### src/rtl/instr_sequencer_if.sv
// instr_sequencer_if: instruction-memory fetch handshake between the sequencer and imem.
//   req   - fetch request, held high until ack
//   addr  - fetch word address
//   ack   - fetch complete; rdata valid in the same cycle
//   rdata - fetched 32-bit instruction
interface instr_sequencer_if #(
    parameter int PC_WIDTH = 8
);
    logic                req;
    logic [PC_WIDTH-1:0] addr;
    logic                ack;
    logic [31:0]         rdata;

    modport master (output req, addr, input ack, rdata);
    modport slave  (input req, addr, output ack, rdata);
endinterface

### src/rtl/instr_sequencer.sv
// instr_sequencer: fetch/decode/exec/writeback control sequencer for a simple core.
//   clk, rst_n         - rising-edge clock, synchronous active-low reset
//   imem               - fetch handshake (master side)
//   start, stop        - begin/resume sequencing; return to IDLE after the current WB
//   instr              - latched instruction for the external decoder
//   dec_reg_write      - decoder register-write flag
//   dec_opsel          - decoder ALU select
//   alu_opsel          - registered ALU select, stable from DECODE through WB
//   rf_we              - one-cycle register-file write strobe in WB
//   busy, halted       - activity / HALT status
//   pc, instr_count    - program counter and saturating retired-instruction count
module instr_sequencer #(
    parameter int         PC_WIDTH    = 8,
    parameter int         MUL_CYCLES  = 3,
    parameter logic [6:0] HALT_OPCODE = 7'b1111111
) (
    input  logic                clk,
    input  logic                rst_n,
    instr_sequencer_if.master   imem,
    input  logic                start,
    input  logic                stop,
    output logic [31:0]         instr,
    input  logic                dec_reg_write,
    input  logic [3:0]          dec_opsel,
    output logic [3:0]          alu_opsel,
    output logic                rf_we,
    output logic                busy,
    output logic                halted,
    output logic [PC_WIDTH-1:0] pc,
    output logic [15:0]         instr_count
);
    typedef enum logic [2:0] {IDLE, FETCH, DECODE, EXEC, WB, HALT} state_t;

    localparam logic [3:0] MUL_OPSEL = 4'b1101;

    state_t     state_q, state_d;
    logic [3:0] cnt;
    logic       we_q;
    logic       is_halt;
    logic       writes;

    assign is_halt = instr[6:0] == HALT_OPCODE;
    // Only R-type and I-type ALU opcodes may write the register file.
    assign writes  = dec_reg_write && (instr[6:0] == 7'b0110011 || instr[6:0] == 7'b0010011);

    always_comb begin
        state_d = state_q;
        case (state_q)
            IDLE:    state_d = start ? FETCH : IDLE;
            FETCH:   state_d = imem.ack ? DECODE : FETCH;
            DECODE:  state_d = is_halt ? HALT : EXEC;
            EXEC:    state_d = cnt == 4'd0 ? WB : EXEC;
            WB:      state_d = stop ? IDLE : FETCH;
            HALT:    state_d = start ? FETCH : HALT;
            default: state_d = IDLE;
        endcase
    end

    assign imem.req  = state_q == FETCH;
    assign imem.addr = pc;
    assign rf_we     = state_q == WB && we_q;
    assign busy      = state_q != IDLE && state_q != HALT;
    assign halted    = state_q == HALT;

    always_ff @(posedge clk) begin
        if (!rst_n) begin
            state_q     <= IDLE;
            pc          <= '0;
            instr       <= '0;
            alu_opsel   <= 4'b0000;
            instr_count <= '0;
            cnt         <= '0;
            we_q        <= 1'b0;
        end else begin
            state_q <= state_d;
            if (state_q == FETCH && imem.ack)
                instr <= imem.rdata;
            if (state_q == DECODE && !is_halt) begin
                alu_opsel <= dec_opsel;
                we_q      <= writes;
                // Counter holds the number of EXEC cycles remaining after the current one.
                cnt       <= dec_opsel == MUL_OPSEL ? 4'(MUL_CYCLES - 1) : 4'd0;
            end
            if (state_q == EXEC && cnt != 4'd0)
                cnt <= cnt - 4'd1;
            if (state_q == WB) begin
                pc <= pc + 1'b1;
                if (instr_count != 16'hFFFF)
                    instr_count <= instr_count + 16'd1;
            end
            if (state_q == HALT && start)
                pc <= '0;
        end
    end
endmodule

### src/flat_wrapper.sv
// flat-port wrapper written by rule: the top's interface ports become plain ports
module instr_sequencer_flat 
#(
    parameter int         PC_WIDTH    = 8,
    parameter int         MUL_CYCLES  = 3,
    parameter logic [6:0] HALT_OPCODE = 7'b1111111
)
  (clk, rst_n, start, stop, instr, dec_reg_write, dec_opsel, alu_opsel, rf_we, busy, halted, pc, instr_count, imem_req, imem_addr, imem_ack, imem_rdata);
  instr_sequencer_if #(.PC_WIDTH(PC_WIDTH)) imem_i ();
  input  logic clk;
  input  logic rst_n;
  input  logic start;
  input  logic stop;
  output logic [31:0] instr;
  input  logic dec_reg_write;
  input  logic [3:0] dec_opsel;
  output logic [3:0] alu_opsel;
  output logic rf_we;
  output logic busy;
  output logic halted;
  output logic [PC_WIDTH-1:0] pc;
  output logic [15:0] instr_count;
  output wire logic [$bits(imem_i.req)-1:0] imem_req;
  output wire logic [$bits(imem_i.addr)-1:0] imem_addr;
  input wire logic [$bits(imem_i.ack)-1:0] imem_ack;
  input wire logic [$bits(imem_i.rdata)-1:0] imem_rdata;
  assign imem_req = imem_i.req;
  assign imem_addr = imem_i.addr;
  assign imem_i.ack = imem_ack;
  assign imem_i.rdata = imem_rdata;
  instr_sequencer #(.PC_WIDTH(PC_WIDTH), .MUL_CYCLES(MUL_CYCLES), .HALT_OPCODE(HALT_OPCODE)) u_core (.clk(clk), .rst_n(rst_n), .imem(imem_i), .start(start), .stop(stop), .instr(instr), .dec_reg_write(dec_reg_write), .dec_opsel(dec_opsel), .alu_opsel(alu_opsel), .rf_we(rf_we), .busy(busy), .halted(halted), .pc(pc), .instr_count(instr_count));
endmodule
### config.mk
export PLATFORM = sky130hd
export DESIGN_NAME = instr_sequencer_flat
export DESIGN_NICKNAME = d
export VERILOG_FILES = /design/src/rtl/instr_sequencer_if.sv /design/src/rtl/instr_sequencer.sv /design/src/flat_wrapper.sv
export SDC_FILE = /design/constraint.sdc
export NUM_CORES = 1
export LEC_CHECK = 0
export ABC_AREA = 1
export BUFFER_PORTS_ARGS = -buffer_cell sky130_fd_sc_hd__buf_2
export CORE_MARGIN = 2
export CORE_UTILIZATION = 23
export DETAILED_ROUTE_END_ITERATION = 8
export MAX_ROUTING_LAYER = met4
export PLACE_DENSITY = 0.41
export SYNTH_ARGS = -nofsm -noshare
export SYNTH_HDL_FRONTEND = slang
export SYNTH_SLANG_ARGS = --single-unit
### constraint.sdc
create_clock -name clk -period 1.94 [get_ports clk]
set_clock_uncertainty 0.05 [all_clocks]
set_input_delay 0.097 -clock clk [delete_from_list [all_inputs] [get_ports clk]]
set_output_delay 0.097 -clock clk [all_outputs]
set_load 0.01 [all_outputs]
==> results of run 1 <==
==> routing by layer <==
metal  GRT usage, %  vias to the layer above  wire [µm]
li1               -                     1727          -
met1           15.8                     1440       4260
met2           19.4                       86       4020
met3           4.46                        9        629
met4           6.47                        0        154
met5              -                        -          0
==> how the worst max path moves through the flow <==
stage	from	endpoint	slack [ns]	cells past startpoint
after CTS	u_core.instr_count[0]$_SDFFE_PN0P_	u_core.instr_count[1]$_SDFFE_PN0P_	0.23	8
after detailed placement	u_core.instr_count[0]$_SDFFE_PN0P_	u_core.instr_count[1]$_SDFFE_PN0P_	0.23	8
final	u_core.instr_count[0]$_SDFFE_PN0P_	u_core.instr_count[1]$_SDFFE_PN0P_	0.23	8
after global placement	u_core.instr_count[0]$_SDFFE_PN0P_	u_core.instr_count[1]$_SDFFE_PN0P_	0.27	8
after floorplan	u_core.instr_count[0]$_SDFFE_PN0P_	u_core.instr_count[10]$_SDFFE_PN0P_	0.38	9
after global routing	u_core.instr_count[0]$_SDFFE_PN0P_	u_core.instr_count[0]$_SDFFE_PN0P_	0.08	8
==> sequential cells by signal (all words and copies together), names as in the netlist <==
register / count
u_core.instr: 32
u_core.instr_count: 16
u_core.imem.addr: 8
u_core.alu_opsel: 4
u_core.cnt: 4
u_core.state_q: 3
u_core.we_q: 1
==> cells by family after synthesis <==
| logic type | Yosys count | share of synthesized area (%) |
|---|---|---|
| simple gates | 248 | 33.0 |
| flops | 68 | 43.2 |
| buf+inv | 64 | 9.34 |
| compound gates | 62 | 10.1 |
| xor+xnor | 10 | 2.78 |
| fa+ha+maj | 4 | 1.59 |
==> worst max-delay path, delay by kind of cell (launching register included) <==
kind / cells / cell delay [ns]
adder cells (fa/ha/maj): 1 / 0.22
flip-flops: 1 / 0.39
AND/OR/NAND/NOR: 6 / 0.83
buffers and inverters: 1 / 0.11
==> cell type report <==
| class | count | area, µm² |
|---|---|---|
| fill | 1466 | 8760 |
| multi-input combinational | 324 | 1490 |
| sequential | 68 | 1360 |
| timing repair buffer | 159 | 1010 |
| clock buffer | 9 | 225 |
| tap | 176 | 220 |
| inverter | 42 | 158 |
| clock inverter | 6 | 66.3 |
==> power breakdown <==
group	internal, mW	switching, mW
combinational	0.196	0.226
sequential	1.47	0.0411
clock	0.987	0.644
==> timing repair <==
| item | CTS | global route |
|---|---|---|
| buffers inserted | 0 | 0 |
| hold endpoints to repair | 35 | 0 |
| hold buffers | 35 | 0 |
==> stage by stage <==
stage               std cells  area, µm²  hold WS, ns  power (mW)
global placement          734       3890        0.295        1.91
CTS                       784       4530      0.00541        3.63
finish                    784       4530       0.0193        3.56
detailed placement        734       3890        0.307        1.91
global route              784       4530       0.0428        3.74
floorplan                 456       3150        0.196        1.74
==> Yosys cell counts, drive strengths merged <==
library cell,n,area share (%)
nand3b,2,0.48
buf,14,3.4
ha,4,1.6
nand4,5,1.5
clkbuf,8,0.95
nor3,10,1.6
xor2,8,2.2
nand3,19,3.0
nor2,126,16
xnor2,2,0.56
a21oi,14,2.2
nand2,85,11
nor3b,1,0.24
o22ai,1,0.20
o21ai,45,7.2
dfxtp,68,43
inv,42,5.0
o21bai,2,0.48
==> metrics.csv, run 1 <==
stage;metric;value;unit
outcome;status;complete, no violations;
sta;RSZ-0062 raised after global routing;false;
sta;Least-Margin Pin Slew;0.483;ns
hold_path;Hold Startpoint;imem_rdata[6];
global_route;first-pass GRT wire length;14700;µm
place;hpwl dp;6470;µm
global_route;antenna violations before repair;0;
critical_path;crit path launch type;flip-flop;
sta;period utilisation layout;88.2;%
logic_synthesis;Post-Syn Instances;456;
clock_network;CTS clock-pin slew for the worst setup and hold paths;0.05;ns
hold_path;Min-Delay Path Class;primary input to flip-flop;
sta;Setup WS post-layout;0.229;ns
critical_path;worst-path maximum fanout;16;
logic_synthesis;Yosys warning count;0;
critical_path;Worst path slowest cell;dfxtp_1;
global_route;number of global-route vias before repair;3127;
layout;nets;650;
floorplan;Core ar.;13300;µm²
sta;Post-Route Setup TNS;0;ns
critical_path;R2R Path Start;u_core.instr_count[0]$_SDFFE_PN0P_;
route;Routed Wire Length;9070;µm
critical_path;Worst path max stage delay;0.39;ns
clock_network;TritonCTS Sinks;68;
place;pre-CTS setup slack;0.227;ns
clock_network;deepest clock path buffer count;2;
floorplan;die width;121;µm
logic_synthesis;Netlist Area Pre-Place;3150;µm²
logic_synthesis;#FFs+latches synth;68;
clock_network;PostCTS Resize Cnt;0;
sta;crit path time final;1.71;ns
critical_path;worst r2r path cells;8;
critical_path;RR Endpoint;u_core.instr_count[1]$_SDFFE_PN0P_;
layout;most frequent cells in the layout;121 x nor2_1, 113 x buf_2, 81 x nand2_1, 68 x dfxtp_1, 45 x o21ai_0;
sta;Max Fclk;585;MHz
route;DR vias/cell;4.16;
job;Max-Cap Viols;0;
layout;Diodes inserted;0;
layout;Final Util;34.1;%
route;Post-DRT Antenna Nets;0;
pwr;VDD IR-drop max;0.000388;V
floorplan;Initial Util;23.7;%
clock_network;CTS Root Cell;clkbuf_16;
layout;Area Growth Syn to Fin;44.0;%
route;detailed-route DRC error count;0;
hold_path;hold depth;3;
clock_network;H-tree levels;3;
place;number of port buffers;113;
route;drt first pass iters;4;
pwr;Leak;2.15;nW
sta;final hold viol count;0;
layout;commonest non-fill, non-tap cell in the layout;nor2_1;
logic_synthesis;sequential area share after synthesis;43.2;%
sta;Final Setup Violations;0;
critical_path;Critical Path End Type;flip-flop;
clock_network;clk_lat worst skew;0.34;ns
global_route;global route overflow;0;
clock_network;CTS Buf Count;9;
global_route;largest net degree at the start of global routing;36;
place;routability cong.;0.795;
critical_path;crit path kind;flip-flop to flip-flop;
critical_path;Data arrival, critical path;1.89;ns
critical_path;crit-path most repeated cell;nor2_1;
hold_path;Hold Path Sink;u_core.instr[6]$_SDFFE_PN0P_;
floorplan;DIE AREA;14600;µm²
layout;layout cells sized above 1;24.8;%
pwr;Power Density;785;nW/µm²
sta;Slew HR;67.8;%
global_route;Total Routing Usage GR;13.1;%
route;post-DR wirelength/cell;11.6;µm
critical_path;r2r setup slk;0.23;ns
route;vias post-DR;3262;
floorplan;I/O pin cnt;114;
critical_path;crit-path cells;ha_1 -> nand2_1 -> nor2_2 -> nand4_4 -> nand2_4 -> inv_1 -> nor2_1 -> nor2_1;
critical_path;Req. time, crit path;2.12;ns
logic_synthesis;average size of a mapped cell;6.90;µm²
floorplan;Rows;42;
route;DR iter-0 viols;102;
logic_synthesis;post-synth cell types;27;
clock_network;CTS tree;built;
sta;fin. max-slew vios;0;
floorplan;DIE HEIGHT;121;µm
logic_synthesis;Net Count, Synth;502;
Note: power is estimated with default switching activity, not from simulation.
==> inputs of run 2 (changes only) <==
- BUFFER_PORTS_ARGS: -buffer_cell sky130_fd_sc_hd__buf_2 -> -buffer_cell sky130_fd_sc_hd__buf_4
- CTS_BUF_LIST: not set -> sky130_fd_sc_hd__clkbuf_16
==> metrics.csv, run 2 (same netlist as run 1, synthesis figures left out) <==
stage;metric;value;unit
pwr;Total Power;4.15;mW
floorplan;Rows;42;
layout;largest reg by FF count;u_core.instr;
place;number of port buffers;113;
critical_path;crit-path cells;ha_1 -> nand2_1 -> nor2_2 -> nand4_4 -> nand2_4 -> inv_1 -> nor2_1 -> nor2_1;
sta;period utilisation layout;87.2;%
place;hpwl dp;6570;µm
sta;RSZ-0062 raised after global routing;false;
route;DR vias/cell;4.14;
clock_network;CTS Root Cell;clkbuf_16;
route;detailed-route DRC error count;0;
clock_network;CTS Buf Count;9;
layout;fill cell count;1414;
global_route;first-pass GRT wire length;15200;µm
critical_path;Critical Path End Type;flip-flop;
sta;Max Fclk;591;MHz
critical_path;crit-path most repeated cell;nor2_1;
critical_path;Worst path slowest cell;dfxtp_1;
route;drt first pass iters;4;
route;vias post-DR;3254;
critical_path;kind of cell adding the most delay to the critical path;simple AND/OR/NAND/NOR gates;
global_route;number of global-route vias before repair;3183;
route;post-DR wirelength/cell;11.7;µm
clock_network;CTS tree;built;
global_route;global route overflow;0;
sta;Slew HR;69.7;%
clock_network;deepest clock path buffer count;2;
layout;commonest non-fill, non-tap cell in the layout;buf_4;
clock_network;H-tree levels;3;
layout;Final Util;36.9;%
clock_network;clk_lat worst skew;0.34;ns
pwr;VDD IR-drop max;0.000313;V
layout;most frequent cells in the layout;124 x buf_4, 121 x nor2_1, 81 x nand2_1, 68 x dfxtp_1, 45 x o21ai_0;
sta;Final Setup Violations;0;
sta;Final Hold Slack;0.0560;ns
critical_path;Data arrival, critical path;1.88;ns
hold_path;Min-Delay Path Class;primary input to flip-flop;
job;Max-Cap Viols;0;
floorplan;Initial Util;23.7;%
layout;Largest register FFs;32;
route;Post-DRT Antenna Nets;0;
route;Routed Wire Length;9230;µm
clock_network;TritonCTS Sinks;68;
critical_path;CP bufs+invs;1;
global_route;largest net degree at the start of global routing;40;
critical_path;crit path launch type;flip-flop;
layout;Area Growth Syn to Fin;56.0;%
sta;Post-Route Setup TNS;0;ns
sta;fin. max-slew vios;0;
global_route;Total Routing Usage GR;13.7;%
pwr;Power Density;845;nW/µm²
place;routability cong.;0.781;
critical_path;worst-path maximum fanout;16;
critical_path;Worst path max stage delay;0.39;ns
layout;Diodes inserted;0;
floorplan;DIE AREA;14600;µm²
route;DR iter-0 viols;98;
sta;final hold viol count;0;
sta;Least-Margin Pin Slew;0.454;ns
global_route;antenna violations before repair;0;
floorplan;I/O pin cnt;114;
place;pre-CTS setup slack;0.220;ns
floorplan;die width;121;µm
outcome;status;complete, no violations;
sta;Setup WS post-layout;0.248;ns
layout;nets;651;
critical_path;Req. time, crit path;2.12;ns
pwr;Leak;2.24;nW
critical_path;crit path kind;flip-flop to flip-flop;
sta;crit path time final;1.69;ns
layout;layout cells sized above 1;24.8;%
floorplan;DIE HEIGHT;121;µm
clock_network;CTS clock-pin slew for the worst setup and hold paths;0.05;ns
floorplan;Core ar.;13300;µm²
[run 2: cell types whose count changed in the layout (fill, tap and decap cells not counted), moves of 3 or more]
cell / delta
buf_4: +114
buf_2: -113
clkinvlp_4: -3
bufinv_16: +4
[run 2: metal layers]
metal | vias up | global-route usage (%) | share of wire [%] | wire (µm)
met5 | - | - | 0 | 0
met4 | 0 | 6.54 | 2.1 | 197
met3 | 13 | 4.61 | 6.6 | 606
met2 | 83 | 20.5 | 44 | 4090
met1 | 1426 | 16.5 | 47 | 4340
li1 | 1732 | - | - | -
[run 2: timing repair]
item	CTS	global route
buffers inserted	0	0
endpoints found under the hold margin	36	0
resized for setup	0	0
hold buffers	36	0
endpoints found under the setup margin	0	0
[run 2: final timing paths]
check | start | end | slack [ns] | cells after the start
max | u_core.instr_count[0]$_SDFFE_PN0P_ | u_core.instr_count[1]$_SDFFE_PN0P_ | 0.25 | 8
min | start | u_core.state_q[2]$_SDFF_PN0_ | 0.06 | 4
max reg2reg | u_core.instr_count[0]$_SDFFE_PN0P_ | u_core.instr_count[1]$_SDFFE_PN0P_ | 0.25 | 8
min reg2reg | u_core.cnt[0]$_SDFFE_PN0P_ | u_core.cnt[0]$_SDFFE_PN0P_ | 0.40 | 1
[run 2: where the power goes]
| part | internal, mW | switching [mW] |
|---|---|---|
| registers | 1.47 | 0.0424 |
| clock network | 1.51 | 0.644 |
| logic | 0.253 | 0.230 |
| total | 3.23 | 0.916 |
[run 2: worst register-to-register path: stages (launching register included)]
cell	delay, ns
dfxtp_1	0.39
ha_1	0.23
nand2_1	0.08
nor2_2	0.18
nand4_4	0.20
nand2_4	0.21
inv_1	0.11
nor2_1	0.09
nor2_1	0.05
[run 2: layout make-up]
class	count	area, µm²	area share (%)
clock buffer	9	225	4.59
inverter	42	158	3.21
timing repair buffer	160	1290	26.3
multi-input combinational	324	1490	30.4
sequential	68	1360	27.7
tap	176	220	4.48
clock inverter	7	163	3.31
[run 2: metrics by stage]
stage	instances	instance area, µm²
floorplan	456	3150
global placement	734	4160
detailed placement	734	4160
CTS	786	4910
global route	786	4910
finish	786	4910
==> inputs of run 3 (changes only) <==
- CORE_UTILIZATION: 23 -> 31
- PLACE_DENSITY: 0.41 -> 0.52
==> metrics.csv, run 3 (same netlist as run 1, synthesis figures left out) <==
stage;metric;value;unit
hold_path;Hold Startpoint;imem_rdata[3];
place;hpwl dp;5840;µm
clock_network;deepest clock path buffer count;2;
sta;Post-Route Setup TNS;0;ns
sta;RSZ-0062 raised after global routing;false;
layout;register area;1360;µm²
critical_path;kind of cell adding the most delay to the critical path;simple AND/OR/NAND/NOR gates;
floorplan;I/O pin cnt;114;
route;post-DR wirelength/cell;11.1;µm
critical_path;Data arrival, critical path;1.89;ns
critical_path;r2r setup slk;0.22;ns
sta;Max Fclk;580;MHz
route;drt first pass iters;5;
layout;area of the multi-input gates;1490;µm²
critical_path;crit path launch type;flip-flop;
critical_path;crit path from;u_core.instr_count[0]$_SDFFE_PN0P_;
clock_network;TritonCTS Sinks;68;
route;vias post-DR;3252;
clock_network;CTS Root Cell;clkbuf_16;
critical_path;crit path kind;flip-flop to flip-flop;
sta;period utilisation layout;88.8;%
global_route;largest net degree at the start of global routing;41;
critical_path;CP bufs+invs;1;
global_route;antenna violations before repair;0;
floorplan;Initial Util;32.1;%
global_route;Total Routing Usage GR;15.8;%
route;DR iter-0 viols;85;
floorplan;DIE AREA;11000;µm²
floorplan;die width;105;µm
sta;fin. max-slew vios;0;
critical_path;worst-path maximum fanout;16;
layout;Largest register FFs;32;
route;detailed-route DRC error count;0;
layout;most frequent cells in the layout;121 x nor2_1, 119 x buf_4, 81 x nand2_1, 68 x dfxtp_1, 45 x o21ai_0;
route;DR vias/cell;4.42;
layout;Area Growth Syn to Fin;50.4;%
critical_path;Worst path max stage delay;0.39;ns
hold_path;hold depth;3;
layout;nets;643;
clock_network;CTS clock-pin slew for the worst setup and hold paths;0.06;ns
sta;Final Hold Slack;0.0117;ns
critical_path;crit-path cells;ha_1 -> nand2_1 -> nor2_2 -> nand4_4 -> nand2_4 -> inv_1 -> nor2_1 -> nor2_1;
global_route;global route overflow;0;
global_route;first-pass GRT wire length;13800;µm
place;number of port buffers;113;
sta;Setup WS post-layout;0.217;ns
critical_path;R2R Path Start;u_core.instr_count[0]$_SDFFE_PN0P_;
layout;Diodes inserted;0;
job;Max-Cap Viols;0;
critical_path;Req. time, crit path;2.10;ns
global_route;number of global-route vias before repair;3080;
clock_network;H-tree levels;3;
critical_path;crit-path most repeated cell;nor2_1;
floorplan;DIE HEIGHT;105;µm
pwr;Leak;2.17;nW
layout;largest reg by FF count;u_core.instr;
pwr;Power Density;789;nW/µm²
outcome;status;complete, no violations;
place;pre-CTS setup slack;0.213;ns
layout;layout cells sized above 1;24.6;%
critical_path;RR Endpoint;u_core.instr_count[0]$_SDFFE_PN0P_;
clock_network;PostCTS Resize Cnt;0;
critical_path;Critical Path End Type;flip-flop;
clock_network;clk_lat worst skew;0.32;ns
layout;commonest non-fill, non-tap cell in the layout;nor2_1;
route;Post-DRT Antenna Nets;0;
sta;Final Setup Violations;0;
pwr;VDD IR-drop max;0.000531;V
floorplan;Core ar.;9820;µm²
clock_network;CTS Buf Count;9;
route;Routed Wire Length;8190;µm
floorplan;Rows;36;
hold_path;Hold Path Sink;u_core.instr[3]$_SDFFE_PN0P_;
hold_path;Min-Delay Path Class;primary input to flip-flop;
layout;fill cell count;1020;
sta;Least-Margin Pin Slew;0.417;ns
critical_path;worst r2r path cells;8;
place;routability cong.;0.781;
sta;crit path time final;1.72;ns
sta;final hold viol count;0;
sta;Slew HR;72.2;%
clock_network;CTS tree;built;
critical_path;Worst path slowest cell;dfxtp_1;
run 3: changes by cell type in the layout (fill, tap and decap cells not counted), sizes merged:
cell and change:
clkinvlp +1, buf -4, clkinv +1, dlygate4sd3 -4, bufinv -3, inv +1
run 3: worst max path at each step:
stage	endpoint	slack, ns	cells after the start
floorplan	u_core.instr_count[10]$_SDFFE_PN0P_	0.38	9
global placement	u_core.instr_count[1]$_SDFFE_PN0P_	0.29	8
detailed placement	u_core.instr_count[0]$_SDFFE_PN0P_	0.21	8
CTS	u_core.instr_count[0]$_SDFFE_PN0P_	0.20	8
global route	u_core.instr_count[0]$_SDFFE_PN0P_	0.06	8
finish	u_core.instr_count[0]$_SDFFE_PN0P_	0.22	8
run 3: layer usage:
metal,wire [µm],GRT usage (%),vias to the layer above
li1,-,-,1715
met1,3780,19.0,1444
met2,3800,24.9,86
met3,508,5.49,7
met4,100,4.76,0
met5,0,-,-
run 3: layout make-up:
class / instances / share of cell area [%]
Clock buffer: 9 / 4.76
Clock inverter: 7 / 2.09
Inverter: 42 / 3.33
Multi-Input combinational cell: 324 / 31.5
Sequential cell: 68 / 28.7
Tap cell: 133 / 3.51
Timing Repair Buffer: 152 / 26.1
run 3: where the power goes:
part	switching (mW)	total, mW	internal, mW	leakage (nW)
Combinational	0.222	0.471	0.248	1.46
Sequential	0.0426	1.51	1.47	0.552
Clock	0.628	1.76	1.13	0.156
run 3: stage by stage:
step | std cells | instance area, µm² | util (%) | power [mW]
after floorplan | 456 | 3150 | - | 1.74
after global placement | 687 | 4090 | 41.7 | 1.96
after detailed placement | 687 | 4090 | 41.7 | 1.96
after CTS | 735 | 4740 | 48.2 | 3.80
after global routing | 735 | 4740 | 48.2 | 3.91
final | 735 | 4740 | 48.2 | 3.74
run 3: timing repair:
action / CTS / global route
setup buffers: 0 / 0
hold endpoints to repair: 32 / 0
endpoints found under the setup margin: 0 / 0
hold buffers: 32 / 0
run 3: worst reg2reg max path, stage by stage, from the launching register on:
cell	delay, ns
dfxtp_1	0.39
ha_1	0.23
nand2_1	0.08
nor2_2	0.19
nand4_4	0.20
nand2_4	0.22
inv_1	0.11
nor2_1	0.10
nor2_1	0.05
